`src/rtl/cmos_capture_rgb565.sv`:
```
// rtl/cmos_capture_rgb565.sv - OV5640 DVP capture, RGB565 packing and geometry checks
module cmos_capture_rgb565 #(
  parameter logic [7:0] SKIP_FRAMES = 8'd10,
  parameter logic       VS_POL      = 1'b1
) (
  input  logic        clk_i,
  input  logic        rst_i,
  input  logic        cfg_done,
  input  logic        cmos_vs_i,
  input  logic        cmos_href_i,
  input  logic [7:0]  cmos_data_i,
  input  logic [15:0] CAM_HSIZE,
  input  logic [15:0] CAM_VSIZE,
  output logic [15:0] pix_data,
  output logic        pix_vld,
  output logic        pix_sof,
  output logic        pix_eol,
  output logic [7:0]  frame_cnt,
  output logic        err_hsize,
  output logic        err_vsize,
  output logic        err_odd,
  output logic        busy
);

  typedef enum logic [1:0] {IDLE, SYNC, SKIP, RUN} state_t;

  state_t      state;
  logic        vs_r1, vs_r2, href_r1, href_r2;
  logic [7:0]  data_r1;
  logic [7:0]  hi;
  logic        phase;
  logic [15:0] x, y;
  logic [7:0]  skip_cnt;

  logic        vs_edge, href_rise, href_fall, line_close, eff_phase;
  logic [15:0] y_closed;

  // Register the DVP bus once, and keep a second copy of the sync lines for edges
  always_ff @(posedge clk_i) begin
    if (rst_i) begin
      vs_r1   <= 1'b0;
      vs_r2   <= 1'b0;
      href_r1 <= 1'b0;
      href_r2 <= 1'b0;
      data_r1 <= 8'd0;
    end else begin
      vs_r1   <= cmos_vs_i;
      vs_r2   <= vs_r1;
      href_r1 <= cmos_href_i;
      href_r2 <= href_r1;
      data_r1 <= cmos_data_i;
    end
  end

  // Edge detection; a frame boundary arriving with HREF still high also closes the line
  always_comb begin
    vs_edge    = (vs_r1 == VS_POL) && (vs_r2 != VS_POL);
    href_rise  = href_r1 & ~href_r2;
    href_fall  = ~href_r1 & href_r2;
    line_close = href_fall | (vs_edge & href_r1);
    eff_phase  = href_rise ? 1'b0 : phase;
    y_closed   = line_close ? (y + 16'd1) : y;
  end

  // Sequencer, byte packer, line/frame counters and sticky geometry checks
  always_ff @(posedge clk_i) begin
    if (rst_i) begin
      state     <= IDLE;
      busy      <= 1'b0;
      pix_data  <= 16'd0;
      pix_vld   <= 1'b0;
      pix_sof   <= 1'b0;
      pix_eol   <= 1'b0;
      frame_cnt <= 8'd0;
      err_hsize <= 1'b0;
      err_vsize <= 1'b0;
      err_odd   <= 1'b0;
      hi        <= 8'd0;
      phase     <= 1'b0;
      x         <= 16'd0;
      y         <= 16'd0;
      skip_cnt  <= 8'd0;
    end else begin
      pix_vld <= 1'b0;
      pix_sof <= 1'b0;
      pix_eol <= 1'b0;
      if (!cfg_done) begin
        // Losing configuration abandons capture; counts and sticky flags survive
        state    <= IDLE;
        busy     <= 1'b0;
        phase    <= 1'b0;
        x        <= 16'd0;
        y        <= 16'd0;
        skip_cnt <= 8'd0;
      end else begin
        case (state)
          IDLE: state <= SYNC;
          SYNC: begin
            if (vs_edge) begin
              skip_cnt <= 8'd0;
              phase    <= 1'b0;
              x        <= 16'd0;
              y        <= 16'd0;
              if (SKIP_FRAMES != 8'd0) begin
                state <= SKIP;
              end else begin
                state <= RUN;
                busy  <= 1'b1;
              end
            end
          end
          SKIP: begin
            if (vs_edge) begin
              if (skip_cnt == 8'(SKIP_FRAMES - 8'd1)) begin
                state <= RUN;
                busy  <= 1'b1;
                phase <= 1'b0;
                x     <= 16'd0;
                y     <= 16'd0;
              end else begin
                skip_cnt <= skip_cnt + 8'd1;
              end
            end
          end
          RUN: begin
            if (line_close) begin
              if (phase) err_odd <= 1'b1;
              if (x != CAM_HSIZE) err_hsize <= 1'b1;
              if (y == 16'hFFFF) err_vsize <= 1'b1;
              phase <= 1'b0;
              x     <= 16'd0;
              y     <= y + 16'd1;
            end else if (href_r1) begin
              if (!eff_phase) begin
                hi    <= data_r1;
                phase <= 1'b1;
              end else begin
                pix_data <= {hi, data_r1};
                pix_vld  <= 1'b1;
                pix_sof  <= (x == 16'd0) && (y == 16'd0);
                pix_eol  <= (x == CAM_HSIZE - 16'd1);
                if (x == 16'hFFFF) err_hsize <= 1'b1;
                x     <= x + 16'd1;
                phase <= 1'b0;
              end
            end
            if (vs_edge) begin
              // Only frames of the expected height are counted
              if (y_closed != CAM_VSIZE) err_vsize <= 1'b1;
              else if (y_closed != 16'd0) frame_cnt <= frame_cnt + 8'd1;
              phase <= 1'b0;
              x     <= 16'd0;
              y     <= 16'd0;
            end
          end
          default: state <= IDLE;
        endcase
      end
    end
  end

endmodule

```
`config.mk`:
```
export PLATFORM = sky130hd
export DESIGN_NAME = cmos_capture_rgb565
export DESIGN_NICKNAME = d
export VERILOG_FILES = /design/src/rtl/cmos_capture_rgb565.sv
export SDC_FILE = /design/constraint.sdc
export NUM_CORES = 1
export LEC_CHECK = 0
export CAP_MARGIN = 20
export CORE_UTILIZATION = 35
export CTS_BUF_LIST = sky130_fd_sc_hd__clkbuf_4 sky130_fd_sc_hd__clkbuf_8
export CTS_CLUSTER_DIAMETER = 100
export DETAILED_ROUTE_END_ITERATION = 16
export DONT_BUFFER_PORTS = 1
export PLACE_DENSITY_LB_ADDON = 0.08
export SLEW_MARGIN = 40
export SYNTH_ARGS = -nofsm -noshare
export SYNTH_HDL_FRONTEND = slang
export SYNTH_SLANG_ARGS = --single-unit
```
`constraint.sdc`:
```
create_clock -name clk_i -period 2.8 [get_ports clk_i]
set_input_delay 0.56 -clock clk_i [delete_from_list [all_inputs] [get_ports clk_i]]
set_output_delay 0.56 -clock clk_i [all_outputs]
set_load 0.05 [all_outputs]
```
==> metrics.md <==
| Metric | Value |
|---|---|
| Simple-Gate Fraction of Synth Area | roughly 28% |
| Worst slew pin tran | 677.8 ps |
| Critical Path, Cell by Cell | and3b_1, buf_4, buf_4, o2111ai_2, nor2_1, xnor2_1, or4_1, or4_4, buf_6, or4_1, a21oi_2 |
| Area after DPL | ~6300 um2 |
| Setup_tns | -2045 ps |
| IO Count | 76 |
| Bufs and invs on worst path | 3 |
| Most common cell in the netlist | dfxtp_1 |
| Worst Path Max Fanout | 5 |
| Part of the cycle the worst path needs | 109.5% |
| Crit. End Element | register |
| Fmax | 326.0 MHz |
| Max Slew Vio Count | 0 |
| Hold_buf cts | 0 |
| Leakage | around 2.3 nW |
| P per Cell Area | 374.9 nW/um2 |
| Final net count | 829 |
| CTS Buf Count | 9 |
| WP data required | approximately 3100 ps |
| Row Count | 45 |
| Hpwl dp | ~13000 um |
| Mapped Cells | roughly 720 |
| Post-synth ARST share | 0% |
| Critical-path top delay cell | or4_4 |
| Vias in the first global route | 5025 |
| Ranking of synthesized cells by area | dfxtp_1 (34%), xnor2_1 (7.3%), nor2_1 (5.7%) |
| Final-report setup violation count | 9 |
| Hold WC Path Type | primary input to register |
| Vias/cell | 5.314 |
| Final WS setup | -267.2 ps |
| Sequential-to-total area share from yosys stat | 33.58% |
| Arr. time, crit path | approximately 3400 ps |
| Dominant synthesized flop cell | dfxtp_1 |
| Delay-heaviest family, CP | simple AND/OR/NAND/NOR gates |
| Avg Cell Area, Syn | about 8 um2 |
| First-pass DRT Iterations | 5 |
| Initial antenna violation count | 0 |
| Post-synth EDFFs | 0 |
| First-pass GRT wire length | approximately 26000 um |
| XOR/XNOR share of the synthesized area | 10.94% |
| Pwr Total | 2.502 mW |
| Post-layout instance area | 6674 um2 |
| Gp weighted congestion | 0.8570 |
| Clock Sinks | 94 |
| Kind of critical path | register to register |
| Unique masters post-synth | between 60 and 70 |
| Mapped Nets | approximately 780 |
| Global Route Usage Sum | 20.73% |
| Die H | between 100 and 150 um |
| Peak supply drop | 0.2015 mV |
| Synthesized cell area | approximately 5600 um2 |
| 1st-iter DRT viols | 273 |
| Hold WS | 225.2 ps |
| H-tree levels | 3 |
| Register bit count reported by yosys | 94 |
| Vias post-DR | 5240 |
| CTS tree | yes |
| Die width | between 100 and 150 um |
| Routed wire length | 16760 um |
| Fraction of post-synthesis cell area in the top cell type by area | 33.58% |
| Worst path max stage delay | 560 ps |
| Number of max-cap violations | 0 |
| Layout cell share with drive strength beyond 1 | roughly a fifth |
| Adder-Cell Fraction of Synth Area | around 3.1% |
| Synth area leader | dfxtp_1 |
| Crit path launch type | register |
| Final hold viol count | 0 |
| Most frequent cells after synthesis | dfxtp_1 (94), nor2_1 (85), nand2_1 (68) |
| Clock root cell | clkbuf_8 |
| Failing checks | negative setup slack |
| Largest net degree at the start of global routing | 52 |
| IO buf count | 0 |
| Final ANT Viol Nets | 0 |
| Tmin final | 3067 ps |
| # diodes | 0 |
| Clock buffer depth | 2 |
| Unrepaired setup endpoints after global routing | true |
| Worst Skew | around 12 ps |
| Routed len/inst | 17.00 um |
| Full die area | 16520 um2 |
| Combinational family with the most area after synthesis | simple AND/OR/NAND/NOR gates |
| Synth Warn # | 0 |
| DRC | 0 |
| Clk slew on worst S/H paths | 110 ps |
| Compound-Gate Fraction of Synth Area | 15.99% |
| Post-synthesis mux area share | 3.103% |
| Core Area | 15430 um2 |
| Layout area overhead | 19.09% |
| Starting Density | 36.33% |
| Relative slew margins | 54.75% |
| Status | finished with violations |
| Worst-Skew Late Latency | 390 ps |
| Grt ovf | 0 |
-- final timing paths --
| kind | start | end | slack [ps] | depth (start not counted) |
|---|---|---|---|---|
| max | vs_r2 | frame_cnt[6] | -270 | 11 |
| min | rst_i | pix_data[15] | 230 | 1 |
| max reg2reg | vs_r2 | frame_cnt[6] | -270 | 11 |
| min reg2reg | hi[3] | pix_data[11] | 450 | 2 |
-- final cells by class --
type                            instances  area, um2
Clock inverter                          7      75.07
Tap cell                              211      264.0
Sequential cell                        94       1886
Inverter                               21      78.83
Multi-Input combinational cell        552       3541
Timing Repair Buffer                   92      705.7
Fill cell                            1621       8753
Clock buffer                            9      123.9
-- routing by layer --
layer	wire length (um)	up-vias	global-route usage, %
met3	826	24	4.615
li1	-	2626	-
met5	0	-	0
met2	8093	120	35.23
met1	7428	2470	25.85
met4	411	0	6.990
-- logic make-up after synthesis --
| group | after synthesis |
|---|---|
| flops | 94 |
| mux | 17 |
| compound gates | 146 |
| simple gates | 305 |
| buf+inv | 70 |
| xor+xnor | 70 |
| fa+ha+maj | 14 |
-- where the power goes --
part           switching [mW]  leakage, nW  internal, mW
clock network           0.584       0.0985         0.354
registers             0.00879        0.761          1.35
logic                   0.114         1.46        0.0935
-- registers in the layout, summed over array words and instances, names as in the netlist, 2 cells and up --
register / count
state: 2
pix_data: 16
skip_cnt: 8
x: 16
data_r1: 8
frame_cnt: 8
y: 16
hi: 8
-- placed cells by master, fill, tap and decap left out, drive strengths merged, types with 4 or more instances in the layout --
| cell type | synthesis | final |
|---|---|---|
| xnor2 | 47 | 47 |
| o211ai | 4 | 4 |
| nand3b | 4 | 4 |
| and3 | 7 | 7 |
| nor4 | 20 | 20 |
| a211oi | 5 | 5 |
| nand3 | 21 | 21 |
| buf | 14 | 92 |
| clkbuf | 35 | 9 |
| ha | 14 | 14 |
| o21ai | 33 | 33 |
| nor2 | 85 | 85 |
| a21oi | 63 | 63 |
| dfxtp | 94 | 94 |
| xor2 | 23 | 23 |
| a41oi | 4 | 4 |
| mux2i | 14 | 14 |
| or3 | 13 | 13 |
| inv | 21 | 25 |
| nor3 | 18 | 18 |
| nand2 | 68 | 68 |
| nor2b | 15 | 15 |
| or4 | 12 | 12 |
| nand4 | 19 | 19 |
| o31ai | 8 | 8 |
| nand2b | 8 | 8 |
-- metrics by stage --
step           setup slack (ps)  cells  util (%)
2_1_floorplan            -186.3    716         -
3_3_place_gp             -288.1    962     40.86
3_5_place_dp             -350.4    962     40.86
4_1_cts                  -239.8    984     42.73
5_1_grt                  -363.1    986     43.26
6_report                 -267.2    986     43.26
-- worst reg2reg max path, stage by stage, from the launching register on --
cell       delay (ps)
dfxtp_2           350
and3b_1           190
buf_4             130
buf_4             130
o2111ai_2         210
nor2_1            100
xnor2_1           130
or4_1             500
or4_4             560
buf_6             150
or4_1             430
a21oi_2           130
-- timing repair --
item                                    in CTS  in global routing
endpoints found under the setup margin       9                 22
gates resized for setup                     15                 15
gates cloned                                 0                  0
buffers inserted                             7                  2
pin swaps                                    6                  6
Note: power is estimated with default switching activity, not from simulation.
